File: config.mk
export PLATFORM = sky130hd
export DESIGN_NAME = keypad_scanner_flat
export DESIGN_NICKNAME = d
export VERILOG_FILES = /design/src/rtl/keypad_pkg.sv /design/src/rtl/keypad_scanner_if.sv /design/src/rtl/keypad_scanner.sv /design/src/flat_wrapper.sv
export SDC_FILE = /design/constraint.sdc
export NUM_CORES = 1
export LEC_CHECK = 0
export ABC_AREA = 0
export BUFFER_PORTS_ARGS = -buffer_cell sky130_fd_sc_hd__buf_2
export CAP_MARGIN = 20
export CORE_MARGIN = 2
export CORE_UTILIZATION = 59
export CTS_CLUSTER_DIAMETER = 120
export CTS_CLUSTER_SIZE = 10
export DETAILED_ROUTE_END_ITERATION = 8
export HOLD_SLACK_MARGIN = 0.02
export PLACE_DENSITY_LB_ADDON = 0.12
export SLEW_MARGIN = 20
export SYNTH_ARGS = -nofsm -noshare
export SYNTH_HDL_FRONTEND = slang
export SYNTH_SLANG_ARGS = --single-unit
export TNS_END_PERCENT = 100
File: constraint.sdc
create_clock -name CLK -period 4.2 [get_ports CLK]
set_input_delay 0.84 -clock CLK [delete_from_list [all_inputs] [get_ports CLK]]
set_output_delay 0.84 -clock CLK [all_outputs]
set_load 0.02 [all_outputs]
File: src/rtl/keypad_pkg.sv
`default_nettype none
// ============================================================================
//  Module      : keypad_pkg
//  Description : Shared matrix geometry, special key codes and the mapping
//                from raw matrix index (row*3 + col) to key code.
//  Revision    : 1.0 - initial release
// ============================================================================
package keypad_pkg;

  localparam int NUM_ROWS = 4;
  localparam int NUM_COLS = 3;
  localparam int NUM_KEYS = NUM_ROWS * NUM_COLS;

  localparam logic [3:0] KEY_STAR = 4'd10;
  localparam logic [3:0] KEY_HASH = 4'd11;

  // Rows 0..2 hold digits 1..9 in reading order; row 3 is '*', '0', '#'.
  function automatic logic [3:0] raw_to_code(input logic [3:0] idx);
    logic [3:0] code;
    if (idx < 4'd9) begin
      code = idx + 4'd1;
    end else if (idx == 4'd9) begin
      code = KEY_STAR;
    end else if (idx == 4'd10) begin
      code = 4'd0;
    end else begin
      code = KEY_HASH;
    end
    return code;
  endfunction

endpackage
`default_nettype wire

File: src/rtl/keypad_scanner_if.sv
`default_nettype none
// ============================================================================
//  Module      : keypad_scanner_if
//  Description : Keypad pin and key-report bundle. The slave side is the
//                scanner; the master side is the board/game top level.
//  Revision    : 1.0 - initial release
// ============================================================================
interface keypad_scanner_if;

  logic [3:0] Row;
  logic [2:0] Col;
  logic [9:0] Keypad;
  logic       KeypadStar;
  logic       KeypadHash;
  logic       KeyStrobe;
  logic [3:0] KeyCode;

  modport master (
    output Row,
    input  Col,
    input  Keypad,
    input  KeypadStar,
    input  KeypadHash,
    input  KeyStrobe,
    input  KeyCode
  );

  modport slave (
    input  Row,
    output Col,
    output Keypad,
    output KeypadStar,
    output KeypadHash,
    output KeyStrobe,
    output KeyCode
  );

endinterface
`default_nettype wire

File: src/rtl/keypad_scanner.sv
`default_nettype none
// ============================================================================
//  Module      : keypad_scanner
//  Description : 4x3 matrix keypad scanner. Drives one column per dwell
//                period, samples synchronized rows, debounces whole scans
//                and reports held keys plus a new-press strobe/code.
//  Revision    : 1.0 - initial release
// ============================================================================
module keypad_scanner
  import keypad_pkg::*;
#(
  parameter int SCAN_DIV       = 1000,
  parameter int DEBOUNCE_SCANS = 4
) (
  input  wire logic         CLK,
  input  wire logic         RST,
  keypad_scanner_if.slave   kp
);

  localparam int DIV_W = $clog2(SCAN_DIV);
  localparam int CNT_W = $clog2(DEBOUNCE_SCANS + 1);

  logic [3:0]          row_meta_q, row_meta_d;
  logic [3:0]          row_sync_q, row_sync_d;
  logic [DIV_W-1:0]    div_q, div_d;
  logic [1:0]          col_idx_q, col_idx_d;
  logic [NUM_KEYS-1:0] raw_q, raw_d;
  logic [NUM_KEYS-1:0] prev_q, prev_d;
  logic [CNT_W-1:0]    cnt_q, cnt_d;
  logic [NUM_KEYS-1:0] deb_q, deb_d;
  logic                strobe_q, strobe_d;
  logic [3:0]          code_q, code_d;

  logic                dwell_end;
  logic                scan_end;
  logic [NUM_KEYS-1:0] snap;
  logic [NUM_KEYS-1:0] new_keys;
  logic [3:0]          bit_idx;

  // Lowest set code wins when several keys appear in the same update.
  function automatic logic [3:0] lowest_code(input logic [NUM_KEYS-1:0] v);
    logic [3:0] res;
    res = 4'd0;
    for (int i = NUM_KEYS - 1; i >= 0; i--) begin
      if (v[4'(i)]) begin
        res = 4'(i);
      end
    end
    return res;
  endfunction

  // Next-state: synchronizer, column divider, raw capture and scan debounce.
  // prev/deb are kept in key-code order so outputs are direct slices.
  always_comb begin
    row_meta_d = kp.Row;
    row_sync_d = row_meta_q;
    div_d      = div_q;
    col_idx_d  = col_idx_q;
    raw_d      = raw_q;
    prev_d     = prev_q;
    cnt_d      = cnt_q;
    deb_d      = deb_q;
    strobe_d   = 1'b0;
    code_d     = code_q;
    snap       = '0;
    new_keys   = '0;
    bit_idx    = 4'd0;

    dwell_end = (div_q == DIV_W'(SCAN_DIV - 1));
    scan_end  = dwell_end && (col_idx_q == 2'd2);

    if (dwell_end) begin
      div_d     = '0;
      col_idx_d = (col_idx_q == 2'd2) ? 2'd0 : col_idx_q + 2'd1;
      for (int r = 0; r < NUM_ROWS; r++) begin
        bit_idx        = 4'(r * NUM_COLS) + 4'(col_idx_q);
        raw_d[bit_idx] = row_sync_q[r];
      end
    end else begin
      div_d = div_q + DIV_W'(1);
    end

    // raw_d already holds this cycle's column-2 rows, so it is the full scan.
    for (int i = 0; i < NUM_KEYS; i++) begin
      snap[raw_to_code(4'(i))] = raw_d[4'(i)];
    end

    if (scan_end) begin
      if (snap != prev_q) begin
        prev_d = snap;
        cnt_d  = CNT_W'(1);
      end else if (cnt_q != CNT_W'(DEBOUNCE_SCANS)) begin
        cnt_d = cnt_q + CNT_W'(1);
      end

      if ((cnt_d == CNT_W'(DEBOUNCE_SCANS)) && (snap != deb_q)) begin
        deb_d    = snap;
        new_keys = snap & ~deb_q;
        if (new_keys != '0) begin
          strobe_d = 1'b1;
          code_d   = lowest_code(new_keys);
        end
      end
    end
  end

  // State register with asynchronous clear.
  always_ff @(posedge CLK or posedge RST) begin
    if (RST) begin
      row_meta_q <= '0;
      row_sync_q <= '0;
      div_q      <= '0;
      col_idx_q  <= '0;
      raw_q      <= '0;
      prev_q     <= '0;
      cnt_q      <= '0;
      deb_q      <= '0;
      strobe_q   <= 1'b0;
      code_q     <= '0;
    end else begin
      row_meta_q <= row_meta_d;
      row_sync_q <= row_sync_d;
      div_q      <= div_d;
      col_idx_q  <= col_idx_d;
      raw_q      <= raw_d;
      prev_q     <= prev_d;
      cnt_q      <= cnt_d;
      deb_q      <= deb_d;
      strobe_q   <= strobe_d;
      code_q     <= code_d;
    end
  end

  assign kp.Col        = 3'b001 << col_idx_q;
  assign kp.Keypad     = deb_q[9:0];
  assign kp.KeypadStar = deb_q[KEY_STAR];
  assign kp.KeypadHash = deb_q[KEY_HASH];
  assign kp.KeyStrobe  = strobe_q;
  assign kp.KeyCode    = code_q;

endmodule
`default_nettype wire

File: src/flat_wrapper.sv
// flat-port wrapper written by rule: the top's interface ports become plain ports
module keypad_scanner_flat import keypad_pkg::*;
#(
  parameter int SCAN_DIV       = 1000,
  parameter int DEBOUNCE_SCANS = 4
)
  (CLK, RST, kp_Row, kp_Col, kp_Keypad, kp_KeypadStar, kp_KeypadHash, kp_KeyStrobe, kp_KeyCode);
  keypad_scanner_if kp_i ();
  input  wire logic CLK;
  input  wire logic RST;
  input wire logic [$bits(kp_i.Row)-1:0] kp_Row;
  output wire logic [$bits(kp_i.Col)-1:0] kp_Col;
  output wire logic [$bits(kp_i.Keypad)-1:0] kp_Keypad;
  output wire logic [$bits(kp_i.KeypadStar)-1:0] kp_KeypadStar;
  output wire logic [$bits(kp_i.KeypadHash)-1:0] kp_KeypadHash;
  output wire logic [$bits(kp_i.KeyStrobe)-1:0] kp_KeyStrobe;
  output wire logic [$bits(kp_i.KeyCode)-1:0] kp_KeyCode;
  assign kp_i.Row = kp_Row;
  assign kp_Col = kp_i.Col;
  assign kp_Keypad = kp_i.Keypad;
  assign kp_KeypadStar = kp_i.KeypadStar;
  assign kp_KeypadHash = kp_i.KeypadHash;
  assign kp_KeyStrobe = kp_i.KeyStrobe;
  assign kp_KeyCode = kp_i.KeyCode;
  keypad_scanner #(.SCAN_DIV(SCAN_DIV), .DEBOUNCE_SCANS(DEBOUNCE_SCANS)) u_core (.CLK(CLK), .RST(RST), .kp(kp_i));
endmodule
# Word level (Yosys, flattened, before mapping)
# Cells that the tools add are included.
[classes] addsub=6 order_cmp=8 eq_ne=6 shifts=1 muxes=29 bitwise=2 n_reduce_logical=10
[ops] operator="12-bit bitwise mux" count=4
[ops] operator="4-bit 2-to-1 mux" count=8
[ops] operator="12-bit by 9-bit inequality test with 1-bit output" count=2
[ops] operator="4-bit by 5-bit < comparator with 1-bit output (second input constant)" count=3
[ops] operator="12-bit bitwise AND" count=1
[ops] operator="1-bit demux with 4-bit select" count=3
[ops] operator="4-bit by 1-bit greater-or-equal comparator with 1-bit output (second input constant)" count=3
[ops] operator="9-bit NOT with 12-bit output" count=1
[ops] operator="12-bit nonzero test" count=1
[ops] operator="10-bit by 1-bit adder with 10-bit output (second input constant)" count=1
[ops] operator="10-bit equality test (second input constant)" count=1
[ops] operator="10-bit 2-to-1 mux" count=1
[ops] operator="3-bit 2-to-1 mux" count=3
[ops] operator="8-bit 2-to-1 mux" count=1
[ops] operator="1-bit 2-to-1 mux" count=7
[ops] operator="1-bit logical AND" count=6
[ops] operator="2-bit by 5-bit < comparator with 1-bit output (second input constant)" count=1
[ops] operator="3-bit by 2-bit adder with 4-bit output (first input constant)" count=1
[ops] operator="4-bit by 2-bit adder with 4-bit output (first input constant)" count=1
[ops] operator="2-bit AND reduction" count=2
[ops] operator="2-bit by 2-bit adder with 3-bit output (first input constant)" count=1
[ops] operator="3-bit by 1-bit adder with 3-bit output (second input constant)" count=1
[ops] operator="3-bit equality test (second input constant)" count=1
[ops] operator="3-bit inequality test (second input constant)" count=1
[ops] operator="7 further kinds" count=7
[totals] ff_bits=56 inputBits=6 output_inout_bits=20

# Logic depth before layout (Yosys ltp)
[logic_depth] depth_word=18 depth_mapped=15 depth_no_buf=13

# Worst setup path after synthesis
# No wires, ideal clock.
[synth_timing] path_type="reg-to-reg" start="reg u_core.col_idx_q[1]" end="reg u_core.code_q[0] (netlist: u_core.kp.KeyCode[0])" t_arrival_ps=3377 required_time_ps=4075 slack_ps=699 stages_incl_launch_ff=13 path_buffers=0 path_cell_list="dfrtp_1 > inv_1 > ha_1 > mux2_2 > mux2_2 > mux2_2 > ha_1 > nand4_1 > nor2_1 > or3_1 > a211oi_1 > and4_1 > mux2_2"
[synth_between] word_cells_on_any_way=46 cone_classes="add/sub: 3; order compare: 8; eq/ne: 4; mux: 22; bitwise: 1; reduce/logical: 8"
[synth_lines] element="start: declaration" line="keypad_scanner.sv:26" text="logic [1:0] col_idx_q, col_idx_d;"
[synth_lines] element="start signal: assignment" line="keypad_scanner.sv:124" text="col_idx_q <= col_idx_d;"
[synth_lines] element="2-bit by 2-bit adder with 3-bit output" line="keypad_scanner.sv:76" text="bit_idx = 4'(r * NUM_COLS) + 4'(col_idx_q);"
[synth_lines] element="4-bit by 5-bit < comparator with 1-bit output (implied by the code) / 4-bit by 1-bit greater-or-equal comparator with 1-bit output (equally long branches)" line="keypad_scanner.sv:77" text="raw_d[bit_idx] = row_sync_q[r];"
[synth_lines] element="1-bit logical AND (implied by the code)" line="keypad_scanner.sv:77"
[synth_lines] element="1-bit 2-to-1 mux (implied by the code)" line="keypad_scanner.sv:77"
[synth_lines] element="1-bit demux with 4-bit select"
[synth_lines] element="12-bit bitwise mux (2 in series)" line="keypad_scanner.sv:77"
[synth_lines] element="12-bit bitwise mux *" line="keypad_scanner.sv:77"
[synth_lines] element="8-bit 2-to-1 mux *" line="keypad_scanner.sv:72" text="if (dwell_end) begin"
[synth_lines] element="net u_core.raw_d[4]" line="keypad_scanner.sv:27" text="logic [NUM_KEYS-1:0] raw_q, raw_d;"
[synth_lines] element="parallel branches: the longest is 7 deep, another holds 12-bit by 9-bit inequality test with 1-bit output"
[synth_lines] element="end signal: assignment" line="keypad_scanner.sv:130" text="code_q <= code_d;"
[synth_lines] element="end: declaration" line="keypad_scanner.sv:32" text="logic [3:0] code_q, code_d;"
# Mark *: on every way through the listed nets, which the timed path passes. The select of a mux whose other input is x is not followed.
# A chain may end at the register's enable or synchronous reset.

# Worst setup path after layout
[layout_timing] start="reg u_core.col_idx_q[1]" end="reg u_core.deb_q[2]"
[layout_between] elab_chain_len=15 word_cells_on_any_way=37 cone_classes="add/sub: 3; order compare: 8; eq/ne: 4; mux: 15; reduce/logical: 7"
[layout_rtl] element="2-bit by 2-bit adder with 3-bit output" line="keypad_scanner.sv:76"
[layout_rtl] element="4-bit by 5-bit < comparator with 1-bit output (implied by the code) / 4-bit by 1-bit greater-or-equal comparator with 1-bit output (equally long branches)" line="keypad_scanner.sv:77"
[layout_rtl] element="1-bit logical AND (implied by the code)" line="keypad_scanner.sv:77"
[layout_rtl] element="1-bit 2-to-1 mux (implied by the code)" line="keypad_scanner.sv:77"
[layout_rtl] element="1-bit demux with 4-bit select"
[layout_rtl] element="12-bit bitwise mux (2 in series)" line="keypad_scanner.sv:77"
[layout_rtl] element="12-bit bitwise mux *" line="keypad_scanner.sv:77"
[layout_rtl] element="8-bit 2-to-1 mux *" line="keypad_scanner.sv:72"
[layout_rtl] element="net u_core.raw_d[4]" line="keypad_scanner.sv:27"
[layout_rtl] element="12-bit by 9-bit inequality test with 1-bit output" line="keypad_scanner.sv:89" text="if (snap != prev_q) begin"
[layout_rtl] element="3-bit 2-to-1 mux" line="keypad_scanner.sv:89"
[layout_rtl] element="3-bit 2-to-1 mux" line="keypad_scanner.sv:88" text="if (scan_end) begin"
[layout_rtl] element="3-bit equality test" line="keypad_scanner.sv:96" text="if ((cnt_d == CNT_W'(DEBOUNCE_SCANS)) && (snap != deb_q)) begin"
[layout_rtl] element="1-bit logical AND *" line="keypad_scanner.sv:96"
[layout_rtl] element="2-bit AND reduction (no source line) *"
[layout_rtl] element="end signal: assignment" line="keypad_scanner.sv:117" text="deb_q <= '0;"
[layout_rtl] element="end signal: assignment" line="keypad_scanner.sv:128" text="deb_q <= deb_d;"
[layout_rtl] element="end: declaration" line="keypad_scanner.sv:30" text="logic [NUM_KEYS-1:0] deb_q, deb_d;"
# Mark *: on every way through the listed nets, which the timed path passes. The rest lies on a longest branch. The select of a mux whose other input is x is not followed.

==> results.sh <==
export IMPL_diodes=0
export IMPL_layout_nets=292
export IMPL_cts_hold_buf=0
export IMPL_final_common_cell="dfrtp_1"
export IMPL_arrival_ns=4.02
export IMPL_grt_overflow_total=0
export IMPL_ys_flop_type="dfrtp_1"
export IMPL_routed_via_density=5.679
export IMPL_wirelength_um=4879
export IMPL_seq_area_um2=1226
export IMPL_seq_area_frac_synth_pct=44.59
export IMPL_dieWidth_um=72.28
export IMPL_cts_buffer_depth=2
export IMPL_ys_ff_latch=49
export IMPL_cts_sinks=49
export IMPL_hpwlAfterDp_um=3494
export IMPL_portBuffers=19
export IMPL_hold_viol=0
export IMPL_final_setup_tns_ns=0
export IMPL_insertion_delay_ns=0.30
export IMPL_critPathKind="reg -> reg"
export IMPL_cp_max_fo=9
export IMPL_place_inst=313
export IMPL_period_share_pct=91.23
export IMPL_cts_max_level=2
export IMPL_die_y_um=72.28
export IMPL_end_kind="flip-flop"
export IMPL_rsz0062_at_grt="false"
export IMPL_slew_headroom_pct=44.70
export IMPL_max_cap_violations=0
export IMPL_setup_viol=0
export IMPL_fmax_mhz=261.0
export IMPL_whs_ns=0.3529
export IMPL_drive_gt1_share_pct=21.93
export IMPL_wl_per_cell_um=15.20
export IMPL_ir_drop_v=0.0001904
export IMPL_ant_nets=0
export IMPL_io_pins=26
export IMPL_syn_area_per_cell_um2=11.04
export IMPL_dr_pass1_iters=4
export IMPL_core_um2=4414
export IMPL_worstPathRequired_ns=4.39
export IMPL_cts_tree="yes"
export IMPL_start_util_pct=62.30
export IMPL_ys_warn_count=0
export IMPL_post_route_drc_count=0
export IMPL_final_max_slew_viol_count=0
export IMPL_final_instance_count_excl_fill=321
export IMPL_clk_pin_slew_worst_paths_ns=0.08
export IMPL_grt_pass1_vias=1765
export IMPL_drt_iter0_markers=89
export IMPL_cts_resized_gates=0
export IMPL_filler_cell_count=352
export IMPL_most_common_layout_cells="dfrtp_1 (49), inv_1 (21), nand2_1 (20), buf_2 (19), ha_1 (18)"
export IMPL_syn_inst=249
export IMPL_placed_cell_area_um2=2843
export IMPL_cp_start_kind="flip-flop"
export IMPL_cellLeakagePower_nw=1.489
export IMPL_grt_start_max_net_pins=50
export IMPL_status="finished, final reports clean"
export IMPL_syn_to_final_growth_pct=7.097
export IMPL_postLayoutCellArea_um2=2945
export IMPL_power_density_nw_per_um2=269.6
export IMPL_num_vias=1823
export IMPL_synth_area_um2=2750
export IMPL_hold_path_class="reg -> reg"
export IMPL_multiInputGateArea_um2=1366
export IMPL_finClkSkew_ns=0.009360
export IMPL_gp_congestion=0.8184
export IMPL_grt_pass1_wl_um=8521
export IMPL_synth_cell_types=53
export IMPL_antenna_found_initial=0
export IMPL_dieArea_um2=5224
export IMPL_cts_root_buf="clkbuf_8"
export IMPL_finalCriticalPeriod_ns=3.831
export IMPL_numCtsBuffers=5
export IMPL_ys_async_sr_fraction_pct=100.0
export IMPL_cts_setup_buffers=0
export IMPL_synth_edff_count=0
export IMPL_max_slew_worst_pin_slew_ns=0.8285
export IMPL_rows=24
export IMPL_grt_usage_pct=21.07
-- worst max-delay path, stage by stage, from the launching register on --
cell and delay (ns):
dfrtp_1 0.46, inv_1 0.15, ha_1 0.33, mux2_2 0.37, mux2_2 0.26, mux2_2 0.32, ha_1 0.29, nand4_1 0.10
nor2_1 0.07, or3_1 0.37, nor2_1 0.10, and4_1 0.55, mux2_4 0.35
-- registers in the layout (all words and copies together), names as in the netlist --
register             cells
u_core.kp.KeyCode        3
u_core.cnt_q             3
u_core.prev_q            8
u_core.raw_q             8
u_core.div_q            10
u_core.row_sync_q        3
u_core.col_idx_q         2
u_core.deb_q             8
u_core.row_meta_q        3
u_core.kp.KeyStrobe      1
-- layout make-up --
| type | instances | share of cell area [%] |
|---|---|---|
| clock buffer | 7 | 3.271 |
| multi-input combinational | 170 | 46.39 |
| sequential | 49 | 41.63 |
| timing repair buffer | 20 | 3.483 |
| clock inverter | 1 | 0.1699 |
| tap | 52 | 2.209 |
| inverter | 22 | 2.846 |
-- layer usage --
layer | GRT usage, % | share of wire [%] | vias up | wire length (µm)
met2 | 32.52 | 48 | 39 | 2329
met3 | 4.306 | 4.4 | 6 | 213
li1 | - | - | 882 | -
met4 | 6.709 | 1.3 | 0 | 65
met1 | 30.06 | 47 | 896 | 2270
met5 | 0 | 0 | - | 0
-- Yosys cell counts (2+ instances only) --
library cell  instances  area, µm²
a211oi_1              2      15.01
nand3_1               5      25.02
nand2_1              20      75.07
nand4_1               2      12.51
inv_1                22      82.58
buf_4                 5      37.54
nor2_1               16      60.06
o21ai_0               8      40.04
dfrtp_1              49       1226
a21oi_1               5      25.02
and4_1                2      17.52
and3b_1               2      17.52
nand2b_1              5      31.28
mux2_2               13      146.4
clkbuf_1              3      11.26
mux2i_1               6      60.06
nor4_1                3      18.77
xor2_1               10      87.58
a22oi_4               2      42.54
and3_1                5      31.28
mux2_4                7      105.1
ha_1                 18      225.2
and4b_1               2      20.02
o2111ai_1             3      26.28
xnor2_1               3      26.28
and2_1                2      12.51
nor2b_1               3      18.77
-- worst paths after layout --
| path | startpoint | end | slack [ns] | cells past startpoint |
|---|---|---|---|---|
| worst min-delay path | u_core.row_meta_q[2] | u_core.row_sync_q[2] | 0.35 | 0 |
| worst max register to register | u_core.col_idx_q[1] | u_core.deb_q[2] | 0.37 | 12 |
| min in group asynchronous | RST | u_core.col_idx_q[0] | 0.67 | 2 |
| worst max-delay path | u_core.col_idx_q[1] | u_core.deb_q[2] | 0.37 | 12 |
| max in group asynchronous | RST | u_core.deb_q[6] | 3.03 | 2 |
| worst min register to register | u_core.row_meta_q[2] | u_core.row_sync_q[2] | 0.35 | 0 |
-- where the power goes --
part	internal, W	total, W	switching, W
logic	0.00000261	0.0000165	0.0000139
clock network	0.000149	0.000301	0.000152
registers	0.000474	0.000477	0.00000233
-- stage by stage --
stage                     utilization, %  setup slack, ns  power [W]
final                              66.72           0.3685  0.0007939
after CTS                          66.70           0.3737  0.0008047
after global placement             64.40           0.4377  0.0005026
after detailed placement           64.40           0.4345  0.0005031
after global routing               66.72           0.2036  0.0008204
after floorplan                        -           0.6987  0.0005011
-- kinds of logic after synthesis --
kind of cell | synth area share (%)
and+or+nand+nor | 15.11
DFF | 44.59
buffers and inverters | 6.278
AOI/OAI and AO/OA | 9.646
muxes | 11.33
adders and majority gates | 8.189
xor gates and xnor gates | 4.732
other | 0.1364
Note: power is estimated with default switching activity, not from simulation.
